$ cat src/rtl/mmio_sig_ctrl.sv
// ---------------------------------------------------------------------------
// mmio_sig_ctrl
//   End-of-run sequencer for the tiny-SoC MMIO signalling port. Decodes core
//   writes to the stop / trap / integer-dump / float-dump addresses, buffers
//   the resulting records in a small FIFO that streams to the host, and walks
//   RUN -> DRAIN (countdown) -> DONE, or jumps to DONE on the cycle limit.
//
//   Optional feature macro: MMIO_SIG_DONTSTOP_ON_TRAP_EN
//     defined     : a TRAP write only pushes its record, the run continues.
//     not defined : a TRAP write ends the run like STOP, with cause = trap.
//
// Ports
//   clk_i, rst_ni            clock, asynchronous active-low reset
//   mmio_req_i/we_i          MMIO request and write enable from the SoC
//   mmio_addr_i[30:0]        byte address (exact match decode)
//   mmio_wdata_i[63:0]       write data, copied into records
//   mmio_strb_i[7:0]         byte strobes, not used
//   mmio_gnt_o               access accepted this cycle
//   simlen_i[31:0]           cycle limit, 0 disables, quasi-static
//   rec_valid_o/rec_ready_i  record stream handshake towards the host
//   rec_kind_o[1:0]          0 STOP, 1 TRAP, 2 IREG, 3 FREG
//   rec_idx_o[5:0]           register index for dump records, else 0
//   rec_data_o[63:0]         write data of the recorded access
//   done_o                   run finished (sticky until reset)
//   stop_cause_o[1:0]        0 none, 1 stop, 2 trap, 3 cycle limit
//   cycle_cnt_o[31:0]        cycles spent in RUN/DRAIN since reset release
// ---------------------------------------------------------------------------
module mmio_sig_ctrl #(
    parameter logic [30:0] ADDR_STOP      = 31'h6000_0000,
    parameter logic [30:0] ADDR_TRAP      = 31'h6000_0008,
    parameter logic [30:0] ADDR_REG_DUMP  = 31'h6000_0010,
    parameter logic [30:0] ADDR_FREG_DUMP = 31'h6000_0018,
    parameter int unsigned DRAIN_CYCLES   = 500,
    parameter int unsigned FIFO_DEPTH     = 4
) (
    input  logic        clk_i,
    input  logic        rst_ni,
    input  logic        mmio_req_i,
    input  logic        mmio_we_i,
    input  logic [30:0] mmio_addr_i,
    input  logic [63:0] mmio_wdata_i,
    input  logic [7:0]  mmio_strb_i,
    output logic        mmio_gnt_o,
    input  logic [31:0] simlen_i,
    output logic        rec_valid_o,
    input  logic        rec_ready_i,
    output logic [1:0]  rec_kind_o,
    output logic [5:0]  rec_idx_o,
    output logic [63:0] rec_data_o,
    output logic        done_o,
    output logic [1:0]  stop_cause_o,
    output logic [31:0] cycle_cnt_o
);

    localparam int unsigned PTR_W   = $clog2(FIFO_DEPTH);
    localparam int unsigned DRAIN_W = (DRAIN_CYCLES < 2) ? 1 : $clog2(DRAIN_CYCLES + 1);
    localparam logic [DRAIN_W-1:0] DRAIN_LOAD = DRAIN_W'(DRAIN_CYCLES);
    localparam logic [DRAIN_W-1:0] DRAIN_ONE  = DRAIN_W'(1);
    localparam logic [PTR_W:0]     PTR_ONE    = {{PTR_W{1'b0}}, 1'b1};

    localparam logic [1:0] KIND_STOP = 2'd0;
    localparam logic [1:0] KIND_TRAP = 2'd1;
    localparam logic [1:0] KIND_IREG = 2'd2;
    localparam logic [1:0] KIND_FREG = 2'd3;

    localparam logic [1:0] CAUSE_NONE   = 2'd0;
    localparam logic [1:0] CAUSE_STOP   = 2'd1;
    localparam logic [1:0] CAUSE_TRAP   = 2'd2;
    localparam logic [1:0] CAUSE_SIMLEN = 2'd3;

`ifdef MMIO_SIG_DONTSTOP_ON_TRAP_EN
    localparam logic TRAP_STOPS = 1'b0;
`else
    localparam logic TRAP_STOPS = 1'b1;
`endif

    typedef enum logic [1:0] {
        ST_RUN   = 2'd0,
        ST_DRAIN = 2'd1,
        ST_DONE  = 2'd2
    } state_e;

    typedef struct packed {
        logic [1:0]  kind;
        logic [5:0]  idx;
        logic [63:0] data;
    } rec_t;

    state_e               state_q;
    logic                 done_q;
    logic [1:0]           cause_q;
    logic [31:0]          cycle_cnt_q;
    logic [31:0]          cycle_cnt_d;
    logic [DRAIN_W-1:0]   drain_q;
    logic [5:0]           int_idx_q;
    logic [5:0]           flt_idx_q;

    rec_t                 fifo_q [FIFO_DEPTH];
    logic [PTR_W:0]       wr_ptr_q;
    logic [PTR_W:0]       wr_ptr_d;
    logic [PTR_W:0]       rd_ptr_q;
    logic [PTR_W:0]       rd_ptr_d;

    logic                 fifo_empty_s;
    logic                 fifo_full_s;
    logic                 gnt_s;
    logic                 wr_acc_s;
    logic                 hit_stop_s;
    logic                 hit_trap_s;
    logic                 hit_ireg_s;
    logic                 hit_freg_s;
    logic                 push_s;
    logic                 pop_s;
    logic                 limit_hit_s;
    logic [1:0]           push_kind_s;
    logic [5:0]           push_idx_s;
    logic                 strb_unused_s;

    assign strb_unused_s = ^mmio_strb_i;

    // The extra pointer bit tells a full FIFO apart from an empty one.
    assign fifo_empty_s = (wr_ptr_q == rd_ptr_q);
    assign fifo_full_s  = (wr_ptr_q[PTR_W] != rd_ptr_q[PTR_W]) &&
                          (wr_ptr_q[PTR_W-1:0] == rd_ptr_q[PTR_W-1:0]);

    // Grant: RUN stalls the SoC on a full FIFO; after the run ends every access is swallowed.
    always_comb begin
        gnt_s = 1'b1;
        if (state_q == ST_RUN) begin
            gnt_s = !fifo_full_s;
        end else begin
            gnt_s = 1'b1;
        end
    end

    assign wr_acc_s   = mmio_req_i & mmio_we_i & gnt_s;
    assign hit_stop_s = wr_acc_s && (mmio_addr_i == ADDR_STOP);
    assign hit_trap_s = wr_acc_s && (mmio_addr_i == ADDR_TRAP);
    assign hit_ireg_s = wr_acc_s && (mmio_addr_i == ADDR_REG_DUMP);
    assign hit_freg_s = wr_acc_s && (mmio_addr_i == ADDR_FREG_DUMP);

    // Only RUN records accesses; DRAIN/DONE hits are granted and dropped.
    assign push_s = (state_q == ST_RUN) & (hit_stop_s | hit_trap_s | hit_ireg_s | hit_freg_s);
    assign pop_s  = !fifo_empty_s & rec_ready_i;

    // Cycle limit compares against the pre-increment count, so DONE lands with count == simlen.
    assign limit_hit_s = (simlen_i != 32'd0) && (cycle_cnt_q == (simlen_i - 32'd1)) &&
                         (state_q != ST_DONE);

    // Kind and index of the record formed by this cycle's hit.
    always_comb begin
        push_kind_s = KIND_STOP;
        push_idx_s  = 6'd0;
        if (hit_trap_s) begin
            push_kind_s = KIND_TRAP;
            push_idx_s  = 6'd0;
        end else if (hit_ireg_s) begin
            push_kind_s = KIND_IREG;
            push_idx_s  = int_idx_q;
        end else if (hit_freg_s) begin
            push_kind_s = KIND_FREG;
            push_idx_s  = flt_idx_q;
        end else begin
            push_kind_s = KIND_STOP;
            push_idx_s  = 6'd0;
        end
    end

    // Next FIFO pointers.
    always_comb begin
        wr_ptr_d = wr_ptr_q;
        rd_ptr_d = rd_ptr_q;
        if (push_s) begin
            wr_ptr_d = wr_ptr_q + PTR_ONE;
        end else begin
            wr_ptr_d = wr_ptr_q;
        end
        if (pop_s) begin
            rd_ptr_d = rd_ptr_q + PTR_ONE;
        end else begin
            rd_ptr_d = rd_ptr_q;
        end
    end

    // Saturating cycle counter, frozen once the run is DONE.
    always_comb begin
        cycle_cnt_d = cycle_cnt_q;
        if ((state_q != ST_DONE) && (cycle_cnt_q != 32'hFFFF_FFFF)) begin
            cycle_cnt_d = cycle_cnt_q + 32'd1;
        end else begin
            cycle_cnt_d = cycle_cnt_q;
        end
    end

    // Record FIFO storage and pointers.
    always_ff @(posedge clk_i or negedge rst_ni) begin
        if (!rst_ni) begin
            wr_ptr_q <= '0;
            rd_ptr_q <= '0;
            for (int i = 0; i < FIFO_DEPTH; i++) begin
                fifo_q[i] <= '0;
            end
        end else begin
            wr_ptr_q <= wr_ptr_d;
            rd_ptr_q <= rd_ptr_d;
            if (push_s) begin
                fifo_q[wr_ptr_q[PTR_W-1:0]] <= {push_kind_s, push_idx_s, mmio_wdata_i};
            end
        end
    end

    // Run sequencer: state, cause, drain countdown, dump indices and cycle count.
    always_ff @(posedge clk_i or negedge rst_ni) begin
        if (!rst_ni) begin
            state_q     <= ST_RUN;
            done_q      <= 1'b0;
            cause_q     <= CAUSE_NONE;
            drain_q     <= '0;
            cycle_cnt_q <= 32'd0;
            int_idx_q   <= 6'd1;
            flt_idx_q   <= 6'd0;
        end else begin
            cycle_cnt_q <= cycle_cnt_d;
            if (push_s && hit_ireg_s) begin
                int_idx_q <= int_idx_q + 6'd1;
            end
            if (push_s && hit_freg_s) begin
                flt_idx_q <= flt_idx_q + 6'd1;
            end
            case (state_q)
                ST_RUN: begin
                    if (limit_hit_s) begin
                        state_q <= ST_DONE;
                        done_q  <= 1'b1;
                        cause_q <= CAUSE_SIMLEN;
                    end else if (hit_stop_s) begin
                        state_q <= ST_DRAIN;
                        cause_q <= CAUSE_STOP;
                        drain_q <= DRAIN_LOAD;
                    end else if (hit_trap_s && TRAP_STOPS) begin
                        state_q <= ST_DRAIN;
                        cause_q <= CAUSE_TRAP;
                        drain_q <= DRAIN_LOAD;
                    end
                end
                ST_DRAIN: begin
                    if (limit_hit_s) begin
                        state_q <= ST_DONE;
                        done_q  <= 1'b1;
                        cause_q <= CAUSE_SIMLEN;
                    end else if (drain_q == '0) begin
                        state_q <= ST_DONE;
                        done_q  <= 1'b1;
                    end else begin
                        drain_q <= drain_q - DRAIN_ONE;
                    end
                end
                ST_DONE: begin
                    state_q <= ST_DONE;
                    done_q  <= 1'b1;
                end
                default: begin
                    state_q <= ST_DONE;
                    done_q  <= 1'b1;
                end
            endcase
        end
    end

    assign mmio_gnt_o   = gnt_s;
    assign rec_valid_o  = !fifo_empty_s;
    assign rec_kind_o   = fifo_q[rd_ptr_q[PTR_W-1:0]].kind;
    assign rec_idx_o    = fifo_q[rd_ptr_q[PTR_W-1:0]].idx;
    assign rec_data_o   = fifo_q[rd_ptr_q[PTR_W-1:0]].data;
    assign done_o       = done_q;
    assign stop_cause_o = cause_q;
    assign cycle_cnt_o  = cycle_cnt_q;

endmodule
$ cat config.mk
export PLATFORM = sky130hd
export DESIGN_NAME = mmio_sig_ctrl
export DESIGN_NICKNAME = d
export VERILOG_FILES = /design/src/rtl/mmio_sig_ctrl.sv
export SDC_FILE = /design/constraint.sdc
export NUM_CORES = 1
export LEC_CHECK = 0
export CORE_ASPECT_RATIO = 1.4
export CORE_UTILIZATION = 40
export CTS_BUF_LIST = sky130_fd_sc_hd__clkbuf_4
export DETAILED_ROUTE_END_ITERATION = 8
export PLACE_DENSITY_LB_ADDON = 0.25
export RECOVER_POWER = 100
export REMOVE_ABC_BUFFERS = 1
export SLEW_MARGIN = 20
export SYNTH_ARGS = -nofsm -noshare
export SYNTH_HDL_FRONTEND = slang
export SYNTH_SLANG_ARGS = --single-unit
$ cat constraint.sdc
create_clock -name clk_i -period 3 [get_ports clk_i]
set_input_delay 0.6 -clock clk_i [delete_from_list [all_inputs] [get_ports clk_i]]
set_output_delay 0.6 -clock clk_i [all_outputs]
set_load 0.02 [all_outputs]
==> flow_metrics.py <==
metrics = {
    "route": {
        "route.vias.total": 11859,
        "dr.pass1.iters": 4,
        "viasPerCell": 5.24,
        "route.detailed.wl_per_inst_um": 19.1,
        "drc": 0,
        "ant_nets": 0,
        "route.final.wire_length_mm": 43.1,
        "detail_route.iter0.violations": 330,
    },
    "setup_path": {
        "dominant_delay_contributor_by_cell_family_on_the_critical_path": "simple AND/OR/NAND/NOR gates",
        "max_stage_delay_ns": 0.55,
        "critical_path.cell_chain": "clkdlybuf4s50_1 > clkbuf_4 > nor4_2 > buf_4 > nand4_2 > or4_1 > a2111oi_2 > nand4b_1 > nor4_2 > nand4b_4 > a22o_1",
        "slowest_stage": "or4_1",
        "worst_setup_path_end_kind": "register",
        "crit_path_max_fanout": 7,
        "cell_repeated_most_along_the_worst_path": "nor4_2",
        "start_kind": "primary input",
        "worstPathRequired_ns": 3.65,
        "cp_data_arrival_time_ns": 3.60,
        "ff2ff_setup_slack_ns": 0.18,
        "crit_type": "primary input to register",
        "cp.buffers_inverters": 3,
    },
    "logic_synthesis": {
        "synth_top_area_cell": "dfrtp_1",
        "synth_cells": 1218,
        "post_synthesis_cell_area_mm2": 0.0168,
        "synth.yosys.warnings": 0,
        "post-synth-top-count-cell": "dfrtp_1",
        "synth.cells.most_frequent": "351 x dfrtp_1, 285 x mux2_2, 72 x mux4_2",
        "synth_edf_count": 0,
        "share_of_async_settable_or_async_resettable_flops_after_synthesis": 1.00,
        "yosysTopAreaCellShare": 0.524,
        "synth_top_cells_by_area": "dfrtp_1 52%, mux2_2 19%, mux4_2 9.7%",
        "synthDistinctLibCells": 69,
        "synth.avg_cell_area_um2": 13.8,
        "synth.yosys.seq_area_share": 0.525,
        "postSynthRegisterBits": 352,
        "synth_flop_cell": "dfrtp_1",
    },
    "grt": {
        "antenna_found_initial": 2,
        "global_route.overflow_total": 0,
        "grt_pass1_vias": 13053,
        "grt_first_pass_wirelength_mm": 69.6,
        "grt_start_max_net_pins": 78,
        "groute.usage.overall": 0.210,
    },
    "timing": {
        "max-slew-margin-rel": -0.416,
        "final.setup_skew_ns": 0.0657,
        "transition_time_of_the_tightest_slew_check_pin_ns": 2.12,
        "fmax_mhz": 338,
        "finalCritPeriodShare": 0.986,
        "final-hold-violation-count": 0,
        "finalSetupViolCount": 0,
        "final.setup.worst_slack_ns": 0.0406,
        "slew_violations": 77,
        "fin_crit_ns": 2.96,
    },
    "placed_design": {
        "dp.final_hpwl_mm": 28.5,
        "post-place-ws_ns": -0.882,
        "routabilityCongestion": 0.897,
        "dp.cells": 2083,
        "numPortBuffers": 240,
        "placement.cell_area_mm2": 0.0210,
    },
    "layout": {
        "stdcell_count": 2264,
        "area_growth_syn_to_layout_pct": 30.9,
        "layout.core_utilization": 0.532,
        "final.fill_count": 3676,
        "post_route_cells_drive_above_1_share": 0.434,
        "final_design_area_no_fill_mm2": 0.0220,
        "sequential_cell_area_mm2": 0.00882,
        "number_of_nets_in_the_layout": 1804,
        "multi_input_comb_area_mm2": 0.00770,
    },
    "clock_network": {
        "clkLatencyLatePin_ns": 0.80,
        "clock_tree.htree_level_count": 3,
        "clock_root_buffer": "clkbuf_4",
        "cts-buffers-inserted": 92,
        "cts-root-to-sink-buffers": 3,
        "clk_pin_slew_ns": 0.06,
        "clock-sinks": 352,
        "clock_tree_from_tritoncts": "yes",
    },
    "pwr": {
        "powerDensity_mw_per_mm2": 504,
        "power.leakage_uw": 0.0108,
        "vdd.ir_drop.worst_mv": 0.330,
        "total_power_uw": 11100,
    },
    "die": {
        "core_area_mm2": 0.0413,
        "die-width_um": 175,
        "boundaryPins": 249,
        "core.rowCount": 88,
        "effective_utilization_at_floorplan": 0.406,
        "die_height_um": 244,
        "design.die.area_mm2": 0.0428,
    },
    "run_status": {
        "violations": "capacitance limit, slew limit",
        "run_status": "complete, but fails checks",
    },
    "hold_path": {
        "timing.hold.worst.class": "register to register",
    },
    "job": {
        "maxCapViolCount": 1,
    },
}
timing repair:
| action | 4_1_cts | 5_1_grt |
|---|---|---|
| setup buffers | 9 | 1 |
| hold endpoints to repair | 70 | 0 |
| gates cloned | 6 | 0 |
| gates resized for setup | 258 | 34 |
| hold buffers | 1 | 0 |
| pin swaps | 0 | 5 |
| endpoints found under the setup margin | 76 | 25 |
worst paths after layout:
path	startpoint	endpoint	cells past startpoint
setup / recovery	simlen_i[7]	drain_q[8]	11
max in group asynchronous	rst_ni	fifo_q[200]	3
hold reg to reg	done_o	done_o	1
setup reg to reg	rd_ptr_q[0]	fifo_q[119]	10
hold / removal	done_o	done_o	1
min in group asynchronous	rst_ni	cycle_cnt_o[11]	2
stage by stage:
stage / setup TNS (ns) / hold slack [ns]
after floorplan: -1027.09 / 0.304
after global placement: -19.68 / 0.457
after detailed placement: -20.39 / 0.454
after CTS: -0.599 / 0.340
after global routing: -0.182 / 0.456
final: 0 / 0.463
routing by layer:
layer  up-vias  GRT usage  part of all wire
met5         -          0                 0
met4         0     0.0928             0.029
met3        65     0.0474             0.050
met2       300      0.374              0.53
met1      6025      0.237              0.40
li1       5469          -                 -
state kept, by name, indices dropped and copies added, names as in the netlist:
signal / cells
int_idx_q: 6
state_q: 2
wr_ptr_q: 3
flt_idx_q: 6
cycle_cnt_o: 32
drain_q: 9
fifo_q: 288
stop_cause_o: 2
rd_ptr_q: 3
done_o: 1
final cells by class:
cell class | count | area share
antenna | 1 | 0.000114
clock buffer | 134 | 0.0458
clock inverter | 29 | 0.00838
inverter | 14 | 0.00239
multi-input combinational | 787 | 0.351
sequential | 352 | 0.402
tap | 540 | 0.0308
timing repair buffer | 407 | 0.160
layout by cell type, fill, tap and decap left out, types with 24 or more instances in the layout:
cell	instances
nand2_1	55
mux2_2	285
dlygate4sd3_1	36
nor2_1	37
clkdlybuf4s50_1	128
mux4_2	72
clkbuf_2	57
o21ai_0	24
xor2_1	31
dfrtp_1	349
buf_4	127
xnor2_1	50
clkbuf_4	142
logic make-up after synthesis:
kind of cell | share of synthesized area
adders and majority gates | 0.00746
buffers and inverters | 0.0184
xor gates and xnor gates | 0.0423
and+or+nand+nor | 0.0815
muxes | 0.293
DFF | 0.525
AOI/OAI and AO/OA | 0.0322
report_power, final:
group          leakage (µW)  total, µW  switching (µW)  internal (µW)
sequential          0.00487       4830            49.7           4780
combinational       0.00528       2050             986           1060
clock              0.000702       4200            1970           2230
Note: power is estimated with default switching activity, not from simulation.
